--- config.mk ---
export PLATFORM = sky130hd
export DESIGN_NAME = interrupt_controller
export DESIGN_NICKNAME = d
export VERILOG_FILES = /design/src/rtl/slurm_irq_pkg.sv /design/src/rtl/irq_edge_sync.sv /design/src/rtl/interrupt_controller.sv
export SDC_FILE = /design/constraint.sdc
export NUM_CORES = 1
export LEC_CHECK = 0
export CORE_MARGIN = 4
export CORE_UTILIZATION = 58
export CTS_BUF_LIST = sky130_fd_sc_hd__clkbuf_4
export DETAILED_ROUTE_END_ITERATION = 10
export GPL_TIMING_DRIVEN = 0
export PLACE_DENSITY = 0.83
export SLEW_MARGIN = 20
export SYNTH_ARGS = -nofsm -noshare
export SYNTH_HDL_FRONTEND = slang
export SYNTH_HIERARCHICAL = 1
export SYNTH_SLANG_ARGS = --single-unit
--- constraint.sdc ---
create_clock -name CLK -period 2.4 [get_ports CLK]
set_clock_uncertainty 0.2 [all_clocks]
set_input_delay 0.24 -clock CLK [delete_from_list [all_inputs] [get_ports CLK]]
set_output_delay 0.24 -clock CLK [all_outputs]
set_load 0.05 [all_outputs]
--- src/rtl/slurm_irq_pkg.sv ---
// Shared definitions for the interrupt controller: register offsets, FSM state
// encoding, STATUS field layout and the priority-pick helper.
package slurm_irq_pkg;

  localparam int NUM_SOURCES = 16;

  localparam logic [1:0] OFF_ENABLE  = 2'd0;
  localparam logic [1:0] OFF_PENDING = 2'd1;
  localparam logic [1:0] OFF_FORCE   = 2'd2;
  localparam logic [1:0] OFF_STATUS  = 2'd3;

  typedef enum logic [1:0] {
    ST_IDLE    = 2'b00,
    ST_HOLDOFF = 2'b01,
    ST_ASSERT  = 2'b10
  } irq_state_t;

  localparam int STATUS_IRQ_LSB   = 0;
  localparam int STATUS_STATE_LSB = 4;

  typedef struct packed {
    logic       valid;
    logic [3:0] index;
  } candidate_t;

  // Lowest-numbered set bit wins; scanning downward lets bit 0 overwrite last.
  function automatic candidate_t lowest_set(input logic [NUM_SOURCES-1:0] v);
    candidate_t c;
    c.valid = 1'b0;
    c.index = 4'd0;
    for (int i = NUM_SOURCES - 1; i >= 0; i--) begin
      if (v[i]) begin
        c.valid = 1'b1;
        c.index = 4'(i);
      end
    end
    return c;
  endfunction

  function automatic logic [15:0] pack_status(input irq_state_t st, input logic [3:0] idx);
    logic [15:0] s;
    s = 16'h0000;
    s[STATUS_STATE_LSB +: 2] = st;
    s[STATUS_IRQ_LSB +: 4]   = idx;
    return s;
  endfunction

endpackage

--- src/rtl/irq_edge_sync.sv ---
// Two-flop synchronizer followed by a registered rising-edge detector for one
// asynchronous interrupt line.
module irq_edge_sync (
  input  logic clk,
  input  logic rst,
  input  logic din,
  output logic rise
);

  logic       meta;
  logic       sync;
  logic       prev;
  logic [2:0] primed;

  // primed holds off detection until prev carries a real post-reset sample,
  // so a line that was already high at reset release does not count as an edge.
  always_ff @(posedge clk or posedge rst) begin
    if (rst) begin
      meta   <= 1'b0;
      sync   <= 1'b0;
      prev   <= 1'b0;
      primed <= 3'b000;
      rise   <= 1'b0;
    end else begin
      meta   <= din;
      sync   <= meta;
      prev   <= sync;
      primed <= {primed[1:0], 1'b1};
      rise   <= sync & ~prev & primed[2];
    end
  end

endmodule

--- src/rtl/interrupt_controller.sv ---
// Memory-mapped 16-source interrupt controller: edge-captured pending bits,
// enable mask, fixed priority (bit 0 highest) and a one-cycle holdoff after each request.
module interrupt_controller
  import slurm_irq_pkg::*;
#(
  parameter int                      BITS         = 16,
  parameter int                      ADDRESS_BITS = 16,
  parameter logic [ADDRESS_BITS-1:0] BASE_ADDRESS = 16'h7000
) (
  input  logic                    CLK,
  input  logic                    RSTb,
  input  logic [15:0]             irq_lines,
  input  logic [ADDRESS_BITS-1:0] port_address,
  input  logic [BITS-1:0]         port_in,
  input  logic                    port_wr,
  input  logic                    port_rd,
  output logic [BITS-1:0]         port_out,
  output logic                    interrupt,
  output logic [3:0]              irq
);

  logic [NUM_SOURCES-1:0]  rise;
  logic [NUM_SOURCES-1:0]  enable;
  logic [NUM_SOURCES-1:0]  pending;
  logic [NUM_SOURCES-1:0]  pending_next;
  logic [15:0]             wdata;
  logic [15:0]             rd_data;
  logic [ADDRESS_BITS-1:0] offset_full;
  logic [1:0]              offset;
  logic                    hit;
  logic                    wr_enable;
  logic                    wr_pending;
  logic                    wr_force;
  logic                    latched_live;
  candidate_t              cand;
  irq_state_t              state;

  for (genvar n = 0; n < NUM_SOURCES; n++) begin : g_src
    irq_edge_sync u_sync (
      .clk  (CLK),
      .rst  (RSTb),
      .din  (irq_lines[n]),
      .rise (rise[n])
    );
  end

  assign wdata        = 16'(port_in);
  assign cand         = lowest_set(pending & enable);
  assign latched_live = pending[irq] & enable[irq];

  // Address decode; addresses below the base wrap to large offsets and miss.
  always_comb begin
    offset_full = port_address - BASE_ADDRESS;
    hit         = (offset_full < ADDRESS_BITS'(32'd4));
    offset      = offset_full[1:0];
    wr_enable   = port_wr & hit & (offset == OFF_ENABLE);
    wr_pending  = port_wr & hit & (offset == OFF_PENDING);
    wr_force    = port_wr & hit & (offset == OFF_FORCE);
  end

  // Next PENDING: clear first, then force and edge sets so a set always wins.
  always_comb begin
    pending_next = pending;
    if (wr_pending) begin
      pending_next = pending_next & ~wdata;
    end else begin
      pending_next = pending_next;
    end
    if (wr_force) begin
      pending_next = pending_next | wdata;
    end else begin
      pending_next = pending_next;
    end
    pending_next = pending_next | rise;
  end

  // Read-data mux for the register window.
  always_comb begin
    rd_data = 16'h0000;
    case (offset)
      OFF_ENABLE:  rd_data = enable;
      OFF_PENDING: rd_data = pending;
      OFF_STATUS:  rd_data = pack_status(state, irq);
      default:     rd_data = 16'h0000;
    endcase
  end

  // Register file and registered read port.
  always_ff @(posedge CLK or posedge RSTb) begin
    if (RSTb) begin
      enable   <= 16'h0000;
      pending  <= 16'h0000;
      port_out <= {BITS{1'b0}};
    end else begin
      if (wr_enable) begin
        enable <= wdata;
      end
      pending <= pending_next;
      if (port_rd && hit) begin
        port_out <= BITS'(rd_data);
      end else begin
        port_out <= {BITS{1'b0}};
      end
    end
  end

  // Request FSM; irq is frozen while asserted so the CPU sees a stable index.
  always_ff @(posedge CLK or posedge RSTb) begin
    if (RSTb) begin
      state     <= ST_IDLE;
      interrupt <= 1'b0;
      irq       <= 4'd0;
    end else begin
      case (state)
        ST_IDLE: begin
          if (cand.valid) begin
            irq       <= cand.index;
            interrupt <= 1'b1;
            state     <= ST_ASSERT;
          end else begin
            interrupt <= 1'b0;
          end
        end
        ST_ASSERT: begin
          if (!latched_live) begin
            interrupt <= 1'b0;
            state     <= ST_HOLDOFF;
          end else begin
            interrupt <= 1'b1;
          end
        end
        ST_HOLDOFF: begin
          interrupt <= 1'b0;
          state     <= ST_IDLE;
        end
        default: begin
          interrupt <= 1'b0;
          state     <= ST_IDLE;
        end
      endcase
    end
  end

endmodule

==> results of run 1 <==
==> Yosys cell counts (3+ instances only) <==
master	n	area [um2]
a21oi_1	10	50.1
a221o_1	16	160
a22o_1	6	52.6
a22oi_1	4	30.0
and3b_1	17	149
buf_2	3	15.0
clkbuf_1	4	15.0
conb_1	16	60.1
dfrtp_1	167	4180
inv_1	18	67.6
mux2_2	6	67.6
mux2_4	10	150
mux2i_1	16	160
nand2_1	29	109
nand3_1	3	15.0
nand4_1	5	31.3
nor2_1	26	97.6
==> timing repair <==
action	4_1_cts	5_1_grt
resized for setup	1	2
endpoints found under the setup margin	1	2
hold buffers	16	0
hold endpoints to repair	16	0
==> area by class of cell <==
type,instances,share of cell area
Buffer,11,0.0110
Clock buffer,17,0.0178
Clock inverter,15,0.0232
Inverter,18,0.00942
Multi-Input combinational cell,203,0.206
Sequential cell,167,0.583
Tap cell,133,0.0232
Timing Repair Buffer,89,0.126
==> where the power goes <==
| group | internal [uW] | total, uW | leakage [uW] | switching, uW |
|---|---|---|---|---|
| combinational | 133 | 265 | 0.00113 | 132 |
| clock | 637 | 1630 | 0.000150 | 989 |
| sequential | 2910 | 2940 | 0.00202 | 35.1 |
==> placed cells by master, fill, tap and decap left out, types with 2 or more instances in the layout <==
cell,count
nand3_1,3
clkbuf_1,4
buf_8,2
a221o_1,16
mux2_4,10
inv_1,17
mux4_2,2
nor4_1,2
clkbuf_4,17
mux2_2,6
dlymetal6s2s_1,2
conb_1,16
or2_2,2
nand2_1,29
o21ai_0,2
nand3b_1,2
clkdlybuf4s50_1,69
bufinv_16,2
and4b_1,2
a22oi_1,4
dlygate4sd3_1,16
nand4b_1,2
inv_6,5
dfrtp_1,167
nor2_1,26
nor2b_1,2
clkinv_4,4
a22o_1,6
nand4_1,5
mux2i_1,16
a21oi_1,10
buf_2,3
a21bo_2,2
and3b_1,17
and2_1,2
clkinvlp_4,3
o31ai_1,2
==> through the flow <==
stage          setup slack (ps)  TNS (ps)  std cells   util  instance area (um2)
2_1_floorplan               199         0        399      -                 5810
3_3_place_gp               -783    -44590        604  0.685                 6690
3_5_place_dp               -287     -4040        605  0.687                 6710
4_1_cts                    30.8         0        653  0.733                 7170
5_1_grt                     104         0        653  0.734                 7170
6_report                    214         0        653  0.734                 7170
==> cell families (layout without fill, tap and decap cells) <==
logic type / Yosys count / after routing / synth area share
flops: 167 / 167 / 0.720
other cells: 16 / 16 / 0.0103
mux: 34 / 34 / 0.0728
buf+inv: 29 / 150 / 0.0252
compound gates: 50 / 50 / 0.0705
simple gates: 103 / 103 / 0.101
==> flip-flops by register name (all words and copies together), names as in the netlist <==
register	count
g_src.u_sync/prev	16
interrupt	1
enable	16
g_src.u_sync/rise	16
pending	16
g_src.u_sync/meta	16
irq	4
g_src.u_sync/primed	48
port_out	16
g_src.u_sync/sync	16
state	2
==> path summary, 6_finish.rpt <==
kind | slack, ps | start | cells after the start | endpoint
min in group asynchronous | 250 | RSTb | 2 | g_src[3].u_sync/primed[0]$_DFF_PP0_
max | 210 | irq[1]$_DFFE_PP0P_ | 1 | irq[1]
max in group asynchronous | 1070 | RSTb | 3 | port_out[10]$_DFF_PP0_
min | 140 | port_rd | 3 | port_out[4]$_DFF_PP0_
min reg2reg | 160 | g_src[11].u_sync/meta$_DFF_PP0_ | 0 | g_src[11].u_sync/sync$_DFF_PP0_
max reg2reg | 240 | enable[5]$_DFFE_PP0P_ | 4 | interrupt$_DFF_PP0_
==> layer usage <==
| metal | GRT usage | up-vias |
|---|---|---|
| met3 | 0.0812 | 21 |
| met4 | 0.0748 | 0 |
| met1 | 0.260 | 1705 |
| met5 | 0 | - |
| met2 | 0.310 | 118 |
| li1 | - | 1578 |
==> flow_summary.toml, run 1 <==
[synth]
seq_area_frac_synth = 0.720
netlist_area_mm2 = 0.00581
synth_seq_cells = 167
yosys_warnings = 6
syn-instance-count = 399
yosysUniqueCellTypes = 48
synth.avg_cell_area_um2 = 14.6
synth_nets = 451
synth_edf_count = 0
synthArstFlopShare = 1.00
ys.flop_type = "dfrtp_1"

[floorplanning]
ioPinCount = 73
initial_utilization = 0.594
die_w_um = 108
std_cell_rows = 36
die_h_um = 108
core_area_mm2 = 0.00977
dieArea_mm2 = 0.0117

[flow_run]
maxCapViolCount = 0

[grt]
antenna_found_initial = 0
grt_pass1_vias = 3583
grt_first_pass_wirelength_um = 17600
grt_max_degree = 34
grt_overflow = 0
grtUsageTotal = 0.201

[setup_path]
startpoint_type = "register"
crit_type = "register to output pin"
crit_path_top_delay_cell = "clkdlybuf4s50_1"
slowest_delay_ps = 810
crit_buf_inv = 1
path_max_fanout = 2
cp.required_ps = 1960
path_delay_family = "buffers and inverters"
worstPathCellList = "clkdlybuf4s50_1"
end_kind = "output pin"
cp.arrival_ps = 1750

[routing]
wl_per_cell_um = 15.8
drtIter0Drc = 222
wl_um = 10300
routed_via_density = 5.24
via_count = 3422
drc = 0
wl_met2_um = 5000
met3_length_um = 837
top_layer_used = "met4"
ant_nets = 0
met1_length_um = 4270
firstDrtPassIters = 4

[timing]
setup_violations = 0
fin_hold_ws_ps = 141
relSlewSlack = 0.500
rsz0062_at_grt = "false"
fmax_mhz = 457
worst_pin_slew_ps = 750
drv_slew = 0
period_share = 0.911
min_period_ps = 2190
hold_viol_final = 0

[power_and_ir_drop]
power-per-cell-area_mw_per_mm2 = 674
ir_worst_vdd_uv = 516
leakage_uw = 0.00330
totalPowerFinal_uw = 4830

[clock_network]
clock-sinks = 167
cts_tree = "done"
h-tree-depth = 4
clk_latency_ps = 560
cts_root_buf = "clkbuf_4"
clockBufferDepth = 2
cts_setup_buffers = 0
cts_buffers = 17
path_clk_slew_ps = 140

[final_layout]
fillers = 626
multi_input_comb_area_mm2 = 0.00148
drive_above_1_share = 0.129
fin_nets = 559
seq_area_mm2 = 0.00418
antenna_cells = 0
synthToLayoutAreaGrowth_pct = 23.5

[min_path]
hold_class = "input pin to register"

[placement]
portBuffers = 72
gp_congestion = 0.951
dp_hpwl_um = 7490

[status]
status = "finished, final reports clean"
Note: power is estimated with default switching activity, not from simulation.
==> inputs of run 2 (changes only) <==
CORE_MARGIN = default   (was 4)
==> flow_summary.toml, run 2 (synthesized netlist as in run 1, its figures left out) <==
[setup_path]
worstPathCellList = "clkdlybuf4s50_1"
crit_cells = 1
crit_type = "register to output pin"
reg2reg_from = "enable[5]$_DFFE_PP0P_"
crit_path_top_delay_cell = "clkdlybuf4s50_1"
startpoint_type = "register"
cp.required_ps = 1960
end_kind = "output pin"
crit_buf_inv = 1
crit_start = "irq[3]$_DFFE_PP0P_"
path_delay_family = "buffers and inverters"
cp.arrival_ps = 1830
slowest_delay_ps = 840
reg2reg_depth = 4
path_max_fanout = 5

[placement]
gp_congestion = 0.863
dp_hpwl_um = 7100
portBuffers = 72
dp_slack_ps = -234

[final_layout]
top_register = "g_src.u_sync/primed"
final_cell_mix = "167 x dfrtp_1, 71 x clkdlybuf4s50_1, 29 x nand2_1"
fillers = 647
fin_nets = 559
antenna_cells = 0
final_common_cell = "dfrtp_1"
largest_reg_flops = 48
drive_above_1_share = 0.127
synthToLayoutAreaGrowth_pct = 22.7
final_core_util = 0.732

[grt]
grt_overflow = 0
grt_first_pass_wirelength_um = 15900
grtUsageTotal = 0.210
grt_max_degree = 32
antenna_found_initial = 0
grt_pass1_vias = 3453

[routing]
ant_nets = 0
wl_um = 9520
routed_via_density = 5.17
firstDrtPassIters = 4
drtIter0Drc = 147
wl_per_cell_um = 14.6
via_count = 3368
drc = 0

[floorplanning]
ioPinCount = 73
std_cell_rows = 36
dieArea_mm2 = 0.0104
die_h_um = 102
die_w_um = 102
core_area_mm2 = 0.00973
initial_utilization = 0.597

[clock_network]
cts_buffers = 17
path_clk_slew_ps = 140
cts_tree = "done"
cts_root_buf = "clkbuf_4"
h-tree-depth = 4
clock-sinks = 167
clk_latency_ps = 530
clockBufferDepth = 2

[status]
status = "finished, final reports clean"

[power_and_ir_drop]
p_int_uw = 3470
clkPwrFrac = 0.304
power-per-cell-area_mw_per_mm2 = 647
power_switching_share = 0.246
ir_worst_vdd_uv = 441
leakage_uw = 0.00326
switching_power_uw = 1130
p_seq_frac = 0.639
totalPowerFinal_uw = 4600
combinationalPowerShare = 0.057

[timing]
timing.final.ws_setup_ps = 125
setup_violations = 0
hold_viol_final = 0
fmax_mhz = 440
rsz0062_at_grt = "false"
relSlewSlack = 0.500
period_share = 0.948
fin_hold_ws_ps = 156
setup_tns_ps = 0
drv_slew = 0
worst_pin_slew_ps = 750
min_period_ps = 2270

[flow_run]
maxCapViolCount = 0

[min_path]
hold_class = "register to register"
hold_start = "g_src[1].u_sync/meta$_DFF_PP0_"
whs_path_depth = 0
run 2: routing by layer:
layer  up-vias  track usage  part of all wire
met5         -            0                 0
met4         0        0.120             0.028
met3        24       0.0581             0.068
met2       106        0.332              0.48
met1      1658        0.262              0.42
li1       1580            -                 -
run 2: what timing repair did:
| item | CTS | global route |
|---|---|---|
| setup buffers | 0 | 0 |
| hold endpoints to repair | 16 | 0 |
| setup endpoints to repair | 0 | 1 |
| hold buffers | 16 | 0 |
| gates resized for setup | 0 | 1 |
run 2: layout make-up:
cell class / instances / area, um2 / area share
clock inverters: 14 / 118 / 0.0165
multi-input cells: 203 / 1480 / 0.208
inverters: 18 / 67.6 / 0.00949
repair buffers: 89 / 903 / 0.127
well taps: 133 / 166 / 0.0234
clock buffers: 17 / 128 / 0.0179
plain buffers: 11 / 78.8 / 0.0111
flip-flops and latches: 167 / 4180 / 0.587
run 2: stage by stage:
step / instances / cell area, um2
3_3_place_gp: 604 / 6690
5_1_grt: 652 / 7120
2_1_floorplan: 399 / 5810
6_report: 652 / 7120
3_5_place_dp: 605 / 6710
4_1_cts: 652 / 7120
run 2: final timing paths:
| path | slack [ps] | end |
|---|---|---|
| max in group asynchronous | 1060 | port_out[11]$_DFF_PP0_ |
| hold / removal | 160 | g_src[1].u_sync/sync$_DFF_PP0_ |
| setup reg to reg | 270 | interrupt$_DFF_PP0_ |
| hold reg to reg | 160 | g_src[1].u_sync/sync$_DFF_PP0_ |
| min in group asynchronous | 270 | g_src[1].u_sync/rise$_DFF_PP0_ |
| setup / recovery | 130 | irq[3] |
run 2: power by group through the flow:
stage	sequential [uW]	combinational, uW	clock (uW)
2_1_floorplan	2990	103	0
3_3_place_gp	2990	232	0
3_5_place_dp	3000	245	0
4_1_cts	2940	266	1450
5_1_grt	2960	293	1570
6_report	2940	264	1400
==> inputs of run 3 (changes only) <==
CORE_UTILIZATION = 55   (was 58)
CTS_CLUSTER_SIZE = 10   (was default)
PLACE_DENSITY = 0.82   (was 0.83)
SYNTH_HIERARCHICAL = default   (was 1)
==> flow_summary.toml, run 3 <==
[synth]
synth_top_cell_area_share = 0.673
yosys.area.top_type = "dfrtp_1"
ys_top_cells_by_count = "122 x dfrtp_1, 41 x nand2_1, 27 x nor2_1"
synth.avg_cell_area_um2 = 14.0
synth.most_common_cell = "dfrtp_1"
ys.flop_type = "dfrtp_1"
netlist_area_mm2 = 0.00454
seq_area_frac_synth = 0.673
syn-instance-count = 325
synth_seq_cells = 122
yosysUniqueCellTypes = 46
yosys-top-cells-area = "dfrtp_1 67%, a221o_1 3.5%, mux2i_1 3.5%"
synth_edf_count = 0
synthArstFlopShare = 1.00
yosys_warnings = 0
synth_nets = 377

[floorplanning]
core_area_mm2 = 0.00785
std_cell_rows = 32
initial_utilization = 0.578
dieArea_mm2 = 0.00862
ioPinCount = 73
die_w_um = 92.9
die_h_um = 92.9

[grt]
grt_overflow = 0
grtUsageTotal = 0.223
grt_first_pass_wirelength_um = 14300
grt_pass1_vias = 3026
grt_max_degree = 38
antenna_found_initial = 0

[clock_network]
clock-sinks = 122
clockBufferDepth = 2
path_clk_slew_ps = 110
clk_latency_ps = 510
cts_root_buf = "clkbuf_4"
cts_buffers = 17
cts_tree = "done"
cts_setup_buffers = 0
h-tree-depth = 4

[final_layout]
final_common_cell = "dfrtp_1"
seq_area_mm2 = 0.00305
fin_nets = 488
antenna_cells = 0
final_core_util = 0.756
multi_input_comb_area_mm2 = 0.00140
synthToLayoutAreaGrowth_pct = 30.8
final_cell_mix = "122 x dfrtp_1, 71 x clkdlybuf4s50_1, 41 x nand2_1"
fillers = 522
drive_above_1_share = 0.149

[setup_path]
slowest_delay_ps = 850
path_delay_family = "buffers and inverters"
cp.arrival_ps = 1860
worstPathCellList = "clkdlybuf4s50_1"
reg2reg_from = "enable[4]$_DFFE_PP0P_"
startpoint_type = "register"
crit_buf_inv = 1
regToRegSetupSlack_ps = 220
path_max_fanout = 7
crit_type = "register to output pin"
crit_path_top_delay_cell = "clkdlybuf4s50_1"
end_kind = "output pin"
r2r-end = "irq[0]$_DFFE_PP0P_"
cp.required_ps = 1960
reg2reg_depth = 4

[status]
status = "finished, final reports clean"

[min_path]
whs_path_depth = 0
hold_start = "g_src[15].u_sync.meta$_DFF_PP0_"
hold_end = "g_src[15].u_sync.sync$_DFF_PP0_"
hold_class = "register to register"

[timing]
period_share = 0.957
fmax_mhz = 435
min_period_ps = 2300
relSlewSlack = 0.526
setup_violations = 0
hold_viol_final = 0
fin_hold_ws_ps = 153
drv_slew = 0
rsz0062_at_grt = "false"
worst_pin_slew_ps = 711

[routing]
wl_um = 8450
wl_per_cell_um = 15.3
via_count = 2998
drtIter0Drc = 166
drc = 0
firstDrtPassIters = 5
routed_via_density = 5.44
ant_nets = 0

[placement]
portBuffers = 72
gp_congestion = 0.849
dp_hpwl_um = 6040

[power_and_ir_drop]
power_switching_share = 0.238
leakage_uw = 0.00268
p_seq_frac = 0.545
power-per-cell-area_mw_per_mm2 = 661
totalPowerFinal_uw = 3930
p_int_uw = 2990
ir_worst_vdd_uv = 632
combinationalPowerShare = 0.061
switching_power_uw = 934
clkPwrFrac = 0.395

[flow_run]
maxCapViolCount = 0
-- run 3: changes by cell type in the layout (fill, tap and decap cells not counted), moves of 3 or more --
cell       previous run  this run
dfrtp_1             167       122
inv_1                17         1
conb_1               16         1
nand2_1              29        41
nand4_1               5         0
a31oi_1               1         4
buf_12                1         4
bufinv_16             0         3
-- run 3: cells by family after synthesis --
| logic type | after synthesis | share of synthesized area |
|---|---|---|
| flops | 122 | 0.673 |
| simple gates | 102 | 0.115 |
| compound gates | 48 | 0.0849 |
| mux | 38 | 0.108 |
| buf+inv | 14 | 0.0182 |
| other cells | 1 | 0.000826 |
-- run 3: area by class of cell --
| type | count | area share |
|---|---|---|
| multi-input combinational | 189 | 0.237 |
| tap | 102 | 0.0215 |
| clock inverter | 15 | 0.0316 |
| clock buffer | 17 | 0.0215 |
| inverter | 2 | 0.00190 |
| timing repair buffer | 92 | 0.160 |
| buffer | 12 | 0.0126 |
| sequential | 122 | 0.514 |
-- run 3: routing by layer --
metal,vias up,GRT usage,share of wire
li1,1409,-,-
met1,1454,0.276,0.41
met2,111,0.355,0.50
met3,24,0.0813,0.063
met4,0,0.0923,0.023
met5,-,0,0
-- run 3: worst max path at each step --
| stage | start | to | depth (start not counted) |
|---|---|---|---|
| floorplan | irq[1]$_DFFE_PP0P_ | state[0]$_DFFE_PP0P_ | 5 |
| global placement | RSTb | port_out[13]$_DFF_PP0_ | 2 |
| detailed placement | port_address[11] | pending[14]$_DFF_PP0_ | 8 |
| CTS | irq[2]$_DFFE_PP0P_ | irq[2] | 1 |
| global route | irq[2]$_DFFE_PP0P_ | irq[2] | 1 |
| finish | irq[3]$_DFFE_PP0P_ | irq[3] | 1 |
-- run 3: stage by stage --
stage | setup TNS [ps] | cell area, um2 | std cells | worst slack, ps
4_1_cts | 0 | 5940 | 551 | 90.7
3_5_place_dp | -2660 | 5450 | 502 | -162
3_3_place_gp | -60480 | 5390 | 499 | -482
5_1_grt | 0 | 5940 | 551 | 24.2
6_report | 0 | 5940 | 551 | 104
2_1_floorplan | 0 | 4540 | 325 | 318
-- run 3: power by group through the flow --
stage          sequential (uW)  combinational (uW)  clock [uW]
3_3_place_gp              2180                 201           0
5_1_grt                   2150                 260        1680
6_report                  2140                 238        1550
3_5_place_dp              2180                 219           0
2_1_floorplan             2180                78.7           0
4_1_cts                   2140                 241        1570
-- run 3: what timing repair did --
item | CTS | global route
endpoints found under the setup margin | 1 | 0
hold buffers | 17 | 0
gates resized for setup | 1 | 0
endpoints found under the hold margin | 33 | 0
